### src/rtl/rng_reader.sv
// rng_reader: consumer-side front end for the rng generator.
// Requests words from rng, runs a repetition-count health test on every
// captured word, buffers passing words in a show-ahead FIFO and serves them
// downstream over a valid/ready handshake.
//
// Handshakes: a transfer happens on a rising edge where the source's valid
// (rng_en && rng_ready upstream, out_valid downstream) and the sink's ready
// are both high; valid never depends combinationally on ready.
module rng_reader #(
  parameter int WORDSIZE  = 8,
  parameter int DEPTH     = 4,
  parameter int REP_LIMIT = 3
) (
  input  logic                clk,
  input  logic                reset,
  input  logic                en,
  output logic                rng_en,
  input  logic [WORDSIZE-1:0] rng_data,
  input  logic                rng_ready,
  output logic [WORDSIZE-1:0] out_data,
  output logic                out_valid,
  input  logic                out_ready,
  output logic                rep_fail,
  input  logic                clr_fail,
  output logic [15:0]         word_cnt
);

  localparam int PW = (DEPTH > 1) ? $clog2(DEPTH) : 1;
  localparam int CW = $clog2(DEPTH) + 1;
  localparam int RW = $clog2(REP_LIMIT + 1);
  localparam logic [CW-1:0] FULL_CNT  = CW'(DEPTH);
  localparam logic [RW-1:0] REP_TRIP  = RW'(REP_LIMIT);

  typedef enum logic [1:0] {
    IDLE = 2'd0,
    RUN  = 2'd1,
    FAIL = 2'd2
  } state_t;

  // state is left as a plain named signal so checkers can bind to it.
  state_t              state;
  logic [WORDSIZE-1:0] mem [DEPTH];
  logic [PW-1:0]       wr_ptr;
  logic [PW-1:0]       rd_ptr;
  logic [CW-1:0]       count;
  logic [RW-1:0]       rep_cnt;
  logic [WORDSIZE-1:0] prev_word;
  logic                prev_valid;

  logic                capture;
  logic                push;
  logic                pop;
  logic                trip;
  logic [RW-1:0]       rep_next;

  // Outputs decoded from registers only.
  assign rng_en    = (state == RUN) && (count < FULL_CNT);
  assign out_valid = (count != '0);
  assign out_data  = mem[rd_ptr];

  // Health-test evaluation of the word being captured this cycle.
  always_comb begin
    capture  = rng_en && rng_ready;
    rep_next = RW'(1);
    if (prev_valid && (rng_data == prev_word)) begin
      rep_next = RW'(rep_cnt + 1'b1);
    end
    trip = capture && (rep_next == REP_TRIP);
    push = capture && !trip;
    pop  = out_valid && out_ready;
  end

  // FSM, FIFO pointers, health-test state and delivery counter.
  always_ff @(posedge clk) begin
    if (!reset) begin
      state      <= IDLE;
      wr_ptr     <= '0;
      rd_ptr     <= '0;
      count      <= '0;
      rep_cnt    <= '0;
      prev_word  <= '0;
      prev_valid <= 1'b0;
      rep_fail   <= 1'b0;
      word_cnt   <= '0;
    end else begin
      // A pop is completed and counted even on the edge that trips FAIL.
      if (pop) begin
        word_cnt <= word_cnt + 16'd1;
      end

      if (capture) begin
        rep_cnt    <= rep_next;
        prev_word  <= rng_data;
        prev_valid <= 1'b1;
      end

      if (trip) begin
        // Failing word is dropped and everything buffered is discarded.
        state    <= FAIL;
        rep_fail <= 1'b1;
        wr_ptr   <= '0;
        rd_ptr   <= '0;
        count    <= '0;
      end else begin
        if (push) begin
          wr_ptr <= PW'((32'(wr_ptr) + 1) % DEPTH);
        end
        if (pop) begin
          rd_ptr <= PW'((32'(rd_ptr) + 1) % DEPTH);
        end
        if (push && !pop) begin
          count <= count + 1'b1;
        end else if (pop && !push) begin
          count <= count - 1'b1;
        end

        unique case (state)
          IDLE: if (en) state <= RUN;
          RUN:  if (!en) state <= IDLE;
          FAIL: begin
            if (clr_fail) begin
              state      <= IDLE;
              rep_fail   <= 1'b0;
              rep_cnt    <= '0;
              prev_valid <= 1'b0;
            end
          end
          default: state <= IDLE;
        endcase
      end
    end
  end

  // FIFO storage; contents are intentionally not reset.
  always_ff @(posedge clk) begin
    if (reset && push) begin
      mem[wr_ptr] <= rng_data;
    end
  end

endmodule

### config.mk
export PLATFORM = sky130hd
export DESIGN_NAME = rng_reader
export DESIGN_NICKNAME = d
export VERILOG_FILES = /design/src/rtl/rng_reader.sv
export SDC_FILE = /design/constraint.sdc
export NUM_CORES = 1
export LEC_CHECK = 0
export ABC_AREA = 1
export CORE_ASPECT_RATIO = 2
export CORE_UTILIZATION = 47
export DETAILED_ROUTE_END_ITERATION = 8
export PLACE_DENSITY = 0.7
export SLEW_MARGIN = 0
export SYNTH_ARGS = -nofsm -noshare
export SYNTH_HDL_FRONTEND = slang
export SYNTH_SLANG_ARGS = --single-unit
### constraint.sdc
create_clock -name clk -period 2.6 [get_ports clk]
set_clock_uncertainty 0.2 [all_clocks]
set_input_delay 0.52 -clock clk [delete_from_list [all_inputs] [get_ports clk]]
set_output_delay 0.52 -clock clk [all_outputs]
set_load 0.005 [all_outputs]
## Word-level counts from Yosys, hierarchy flattened

Memory sizes are Yosys's and may differ from the RTL's. A register that Yosys moved wholly into a read port is not among the register bits.
Index checks and enable logic that the tools add are counted.

- Bits in registers: 37
- Latch bits: 0
- RAM bits: 32
- ROM bits: 0
- Input port bits: 14
- Output and inout port bits: 27
- Word-level logic and storage cells: 73
- Memories kept: 1

Memories:

| memory | words | width | read ports | clocked after Yosys merged registers in | write ports | RTL line | text |
|---|---|---|---|---|---|---|---|
| mem | 4 | 8 | 1 | 1 | 1 | 42 | `logic [WORDSIZE-1:0] mem [DEPTH];` |

- Add/sub/neg operators: 6
- Multipliers: 0
- Divide/modulo/power cells: 0
- Order comparisons: 1
- Equality and inequality tests: 10
- Shift operators: 0
- Muxes and demuxes: 23
- Bitwise operators: 1
- Reduce and logical (&&, ||, !) cells: 21

Operator list:

| kind | number |
|---|---|
| 2-to-1 mux 2 bit | 11 |
| adder 16 x 1 -> 16 bit (second input constant) | 1 |
| logical AND 1 bit | 9 |
| 2-to-1 mux 1 bit | 9 |
| inequality test 3 bit (second input constant) | 3 |
| == test 8 bit | 1 |
| adder 2 x 1 -> 2 bit (second input constant) | 3 |
| 2-to-1 mux 3 bit | 2 |
| inequality test 2 bit (second input constant) | 3 |
| one-hot mux 2 bit (3 select lines) | 1 |
| AND reduction 3 bit | 2 |
| nonzero test 2 bit | 3 |
| == test 2 bit (second input constant) | 2 |
| adder 3 x 1 -> 3 bit (second input constant) | 1 |
| zero test 1 bit | 3 |
| less-than comparator 3 bit (second input constant) | 1 |
| nonzero test 3 bit | 1 |
| subtractor 3 x 1 -> 3 bit (second input constant) | 1 |
| == test 2 x 1 -> 1 bit (second input constant) | 1 |
| zero test 2 bit | 1 |
| AND reduction 2 bit | 1 |
| OR reduction 2 bit | 1 |
| NOT 1 bit | 1 |

## Logic depth before layout (Yosys ltp)

Gate-level depths: netlist of the first run.

- Word-level depth: 11
- Gate-level depth with buffers: 15
- Gate-level depth less buffers: 15

## Worst setup path before layout of the first run

OpenSTA, ideal clock, no wires.

- Path kind: input to register
- From: input rng_data[3]
- To: register count[2]
- Library setup time: 116 ps
- Data arrival time: 2131 ps
- Setup slack: 153 ps
- Stages: 14
- Buffers on the path: 0
- Cell sequence: inv_1 nand2_1 nand2_1 nor2_1 nand2_1 nor2_2 nand3_1 nand2_1 inv_1 ha_1 fa_1 o21ai_0 xor2_1 nor2_1

- Longest elaborated chain between the ends: 10

Ends and longest elaborated chain:

| what | RTL line | text |
|---|---|---|
| start, declared | 18 | `input logic [WORDSIZE-1:0] rng_data,` |
| == test 8 bit * | 65 | `if (prev_valid && (rng_data == prev_word)) begin` |
| logical AND 1 bit * | 65 |  |
| 2-to-1 mux 2 bit * | 65 |  |
| == test 2 bit * | 68 | `trip = capture && (rep_next == REP_TRIP);` |
| logical AND 1 bit * | 68 |  |
| zero test 1 bit | 69 | `push = capture && !trip;` |
| logical AND 1 bit | 69 |  |
| zero test 1 bit | 113 | `end else if (pop && !push) begin` |
| logical AND 1 bit | 113 |  |
| nonzero test 2 bit (no source line) | - |  |
| end signal, assigned | 112 | `count <= count + 1'b1;` |
| end signal, assigned | 114 | `count <= count - 1'b1;` |
| end, declared | 45 | `logic [CW-1:0] count;` |

Every way passes the cells marked *; elsewhere a longest branch is shown, timed or not.
A chain may end at the register's enable or synchronous reset.

## Worst setup path after layout of the first run

- From: input rng_data[2]
- To: register count[2]

The elaborated chain is that of the path after synthesis.

==> results of run 1 <==
## cell usage in the layout (no fill, tap or decap), types with 2 or more instances in the layout
master | netlist | final
a21oi_1 | 24 | 23
a21oi_2 | 1 | 2
buf_4 | 0 | 22
clkbuf_16 | 0 | 9
clkbuf_2 | 0 | 2
clkdlybuf4s50_1 | 0 | 34
clkinvlp_4 | 0 | 4
dfxtp_1 | 39 | 38
dlygate4sd2_1 | 0 | 4
edfxtp_1 | 32 | 32
ha_1 | 6 | 5
inv_1 | 35 | 33
inv_2 | 2 | 3
nand2_1 | 56 | 56
nand2_2 | 6 | 6
nand2_4 | 2 | 2
nand3_1 | 8 | 8
nor2_1 | 55 | 53
nor2_2 | 5 | 7
nor2_4 | 2 | 2
nor3_1 | 6 | 6
o21a_1 | 3 | 3
o21ai_0 | 30 | 28
o21ai_1 | 1 | 3
o22ai_1 | 8 | 8
xnor2_1 | 3 | 3
xor2_1 | 9 | 9
## final timing paths
check               startpoint      endpoint
hold / removal     rng_data[7]     mem[3][7]
setup reg to reg  prev_word[1]      count[2]
setup / recovery   rng_data[2]      count[2]
hold reg to reg   prev_word[6]  prev_word[6]
## power breakdown
part / switching, W / internal [W] / total [W]
sequential: 0.0000722 / 0.00124 / 0.00131
combinational: 0.000324 / 0.000333 / 0.000657
clock: 0.000437 / 0.000766 / 0.00120
total: 0.000833 / 0.00234 / 0.00317
## final cells by class
class / instances / area (um2) / share of cell area [%]
clock buffer: 11 / 243 / 5.89
clock inverter: 5 / 57.6 / 1.40
inverter: 39 / 153 / 3.70
multi-input combinational: 233 / 1260 / 30.7
sequential: 71 / 1750 / 42.3
tap: 88 / 110 / 2.67
timing repair buffer: 62 / 551 / 13.4
## cell families (layout without fill, tap and decap cells)
kind of cell,Yosys count,count (layout),synth area share [%]
fa+ha+maj,7,7,3.00
buf+inv,45,117,5.49
compound gates,68,68,11.5
xor+xnor,12,12,3.32
simple gates,146,146,21.7
flops,71,71,55.0
## layer usage
metal	share of wire, %	global-route usage [%]	vias to the layer above
met1	34	16.7	1107
li1	-	-	1284
met5	0	0	-
met2	59	40.6	51
met4	3.4	11.0	0
met3	3.8	6.81	14
## state kept, by name, indices dropped and copies added (netlist names), named ones only
name,cells
count,3
prev_valid,1
rep_cnt,2
rd_ptr,2
mem,32
state,2
wr_ptr,2
prev_word,8
word_cnt,16
rep_fail,1
## per-stage QoR
step                hold slack (ps)  setup TNS, ps  total power [W]  worst slack (ps)  util [%]
floorplan                       243              0          0.00165               153         -
global placement                254           -794          0.00194              -411      57.9
detailed placement              261          -1050          0.00196              -518      57.9
CTS                             269              0          0.00319              29.5      62.7
global route                    246              0          0.00334              21.9      62.8
finish                          258              0          0.00317               102      62.8
## what timing repair did
| item | CTS | global route |
|---|---|---|
| gates cloned | 0 | 0 |
| setup buffers | 2 | 0 |
| setup endpoints to repair | 10 | 9 |
| pin swaps | 2 | 1 |
| gates resized for setup | 12 | 9 |
==> qor.yml, run 1 <==
hold_viol_final: 0
cts_tree: "yes"
period_needed_ps: 2500
ys_warn_count: 0
dieArea_um2: 7090
setup_viol: 0
initial_core_util_pct: 48.2
ys_top_cells_by_count: "nand2_1, nor2_1, dfxtp_1"
synthDominantCellAreaShare_pct: 30.4
io_buffers: 40
endpoint_kind: "flop"
area_delta_synth_final_pct: 30.2
path_clk_slew_ps: 60
synth_edf_count: 32
synth_area_leaders: "edfxtp_1, dfxtp_1, nand2_1, nor2_1, o21ai_0"
critPathRequiredTime_ps: 2620
synth_nets: 370
antenna_left: 0
path_common_cell: "xor2_1"
ys_ff_latch: 71
core_region_area_um2: 6570
die_w_um: 60.0
critPathLaunchType: "primary input"
drt_iter0_drc: 46
synthDistinctLibCells: 34
viasPerCell: 4.83
dpl.hpwl_mm: 5.04
dpl-instance-area_um2: 3800
relSlewSlack_pct: 79.5
grt_pass1_wl_mm: 10.6
drc: 0
clock-root-buffer: "clkbuf_16"
netlist_area_um2: 3170
cts_buffers: 9
htree_num_levels: 3
grt_usage_pct: 21.0
drt_wl_total_mm: 6.59
crit_slowest_cell: "clkdlybuf4s50_1"
synth_top_area_cell: "edfxtp_1"
tightest_slew_ps: 308
ys.flop_type: "dfxtp_1"
critical_path_class: "primary input to flop"
syn_inst: 349
power_density_nw_per_um2: 769
wl_per_cell_um: 12.9
arrival_ps: 2520
fill_cells: 573
dpl.cell_count: 491
grt_max_degree: 18
clock_path_buffers: 2
p_leak_nw: 1.59
syn-mean-instance-area_um2: 9.07
slew_viol_final: 0
r2r_slack_ps: 330
ys_seq_area_share_pct: 55.0
clock.fmax_mhz: 400
fin_area_um2: 4120
min_path_type: "primary input to flop"
final_cells: 509
worst_r2r_path_depth: 15
crit_fanout: 3
cts_hold_buf: 0
critPathMaxStageDelay_ps: 450
fin_nets: 437
maxCapViolCount: 0
grt-ovfl-total: 0
routed-via-count: 2456
cp_top_family: "adder cells"
drive_above_1_share_pct: 16.9
io_pins: 41
drtPass1Iterations: 4
crit_cells: 12
path_buf_inv: 2
diodes: 0
synthArstFlopShare_pct: 0
gp_congestion: 0.796
yosysMostFrequentCell: "nand2_1"
cts.sinks: 71
outcome: "finished, final reports clean"
antenna_found_initial: 0
grt_setup_unrepaired: "true"
ir_worst_vdd_uv: 408
grt_pass1_vias: 2442
rows: 42
path_cells: "clkdlybuf4s50_1 -> xor2_1 -> nor2_2 -> nand3_1 -> nand2_1 -> inv_1 -> ha_2 -> fa_2 -> a21oi_2 -> o21ai_1 -> xor2_1 -> nor2_1"
whs_path_depth: 1
period_share_pct: 96.1
clock_latency_ps: 330
die_y_um: 118
Power figures use the tool's default switching activity.
==> inputs of run 2 (changes only) <==
Settings changed: RECOVER_POWER set to 25, SKIP_LAST_GASP set to 1.
==> qor.yml, run 2 (synthesis gave the netlist of run 1 again) <==
antenna_left: 0  # unchanged
cts_tree: "yes"
largest_register_ffs: 32  # unchanged
viasPerCell: 4.83  # about the same
drt_iter0_drc: 42  # -8.7%
rr_startpoint: "prev_word[1]"
cts_buffers: 9  # unchanged
clock_latency_ps: 330  # about the same
wl_met2_mm: 3.89  # -0.15%
die_w_um: 60.0  # unchanged
hold_path_end: "prev_word[6]"
drc: 0  # unchanged
cts_hold_buf: 0  # unchanged
relSlewSlack_pct: 79.5  # unchanged
dieArea_um2: 7090  # unchanged
grt_setup_unrepaired: "true"
dpl-instance-area_um2: 3800  # unchanged
drt-met1-wl_mm: 2.22  # about the same
ir_worst_vdd_uv: 408  # unchanged
antenna_found_initial: 0  # unchanged
dr.max_layer_used: "met4"
hp-start: "prev_word[6]"
critPathLaunchType: "primary input"
grt_pass1_vias: 2442  # unchanged
clock.fmax_mhz: 401  # about the same
worst_r2r_endpoint: "count[2]"
grt_pass1_wl_mm: 10.6  # unchanged
fin_area_um2: 4110  # -0.30%
io_buffers: 40  # unchanged
diodes: 0  # unchanged
area_delta_synth_final_pct: 29.8
crit_fanout: 3  # unchanged
top_regs: "mem: 32 flops, word_cnt: 16 flops, prev_word: 8 flops"
die_y_um: 118  # unchanged
multi_input_area_um2: 1260  # unchanged
arrival_ps: 2520  # about the same
io_pins: 41  # unchanged
p_leak_nw: 1.57  # -1.2%
maxCapViolCount: 0  # unchanged
tightest_slew_ps: 308  # -0.000238 ps
gp_congestion: 0.796  # unchanged
r2r_slack_ps: 320  # about the same
grt_max_degree: 18  # unchanged
drtPass1Iterations: 4  # unchanged
fin_nets: 437  # unchanged
largest_register: "mem"
setup_viol: 0  # unchanged
route.met3.wl_um: 255  # +1.2%
regArea_um2: 1750  # unchanged
finalPower_w: 0.00317  # about the same
routed-via-count: 2458  # +0.081%
endpoint_kind: "flop"
cts.sinks: 71  # unchanged
grt_usage_pct: 21.0  # unchanged
critPathRequiredTime_ps: 2620  # about the same
critical_path_class: "primary input to flop"
fin_setup_tns_ps: 0  # unchanged
period_share_pct: 96.0  # about the same
mostFrequentLayoutCell: "nand2_1"
fill_cells: 580  # +1.2%
wl_per_cell_um: 12.9  # about the same
outcome: "finished, final reports clean"
htree_num_levels: 3  # unchanged
rows: 42  # unchanged
clock_path_buffers: 2  # unchanged
clock-root-buffer: "clkbuf_16"
power_density_nw_per_um2: 771  # +0.24%
period_needed_ps: 2500  # -1.18 ps
grt-ovfl-total: 0  # unchanged
initial_core_util_pct: 48.2  # unchanged
drive_above_1_share_pct: 15.7  # -1.2 points
path_clk_slew_ps: 60  # about the same
whs_path_depth: 2  # +1
hold_viol_final: 0  # unchanged
min_path_type: "flop to flop"
final_cell_mix: "nand2_1, nor2_1, dfxtp_1, clkdlybuf4s50_1, inv_1"
core_region_area_um2: 6570  # unchanged
slew_viol_final: 0  # unchanged
dpl.hpwl_mm: 5.04  # unchanged
drt_wl_total_mm: 6.59  # about the same
worst_r2r_path_depth: 15  # unchanged
==> run 2: how the worst max path moves through the flow <==
stage	from	endpoint	slack, ps	cells after the start
global route	rng_data[2]	count[2]	20	12
detailed placement	rng_data[6]	count[2]	-520	13
finish	rng_data[2]	count[2]	100	12
CTS	rng_data[0]	count[2]	-50	15
global placement	rng_data[6]	count[2]	-410	13
floorplan	rng_data[3]	count[2]	150	14
==> run 2: timing repair <==
action,in CTS,in global routing
resized for setup,10,11
setup endpoints to repair,10,9
buffers inserted,2,0
pin swaps,2,1
cloned,0,0
==> run 2: metal layers <==
| layer | track usage (%) | up-vias |
|---|---|---|
| met2 | 40.6 | 51 |
| met5 | 0 | - |
| met1 | 16.7 | 1108 |
| met4 | 11.0 | 0 |
| li1 | - | 1285 |
| met3 | 6.81 | 14 |
==> run 2: power by group <==
part	internal (W)	leakage [nW]	switching [W]
registers	0.00124	0.606	0.0000723
logic	0.000331	0.826	0.000324
clock network	0.000766	0.138	0.000437
total	0.00234	1.57	0.000833
==> run 2: layout make-up <==
type,instances,share of cell area (%)
sequential,71,42.5
multi-input combinational,233,30.7
timing repair buffer,62,13.1
clock buffer,11,5.91
inverter,39,3.71
tap,88,2.68
clock inverter,5,1.40
==> run 2: critical path, stage by stage <==
cell             delay [ps]
clkdlybuf4s50_1         450
xor2_1                  170
nor2_2                  170
nand3_1                  90
nand2_1                  80
inv_1                    50
ha_2                    190
fa_2                    350
a21oi_2                 110
o21ai_1                  90
xor2_1                  180
nor2_1                   60
==> run 2: per-stage QoR <==
| step | std cells | utilization [%] | hold WS, ps | worst slack (ps) |
|---|---|---|---|---|
| finish | 509 | 62.6 | 269 | 103 |
| floorplan | 349 | - | 243 | 153 |
| global route | 509 | 62.6 | 285 | 21.9 |
| detailed placement | 491 | 57.9 | 261 | -518 |
| global placement | 491 | 57.9 | 254 | -411 |
| CTS | 509 | 62.7 | 269 | -51.8 |
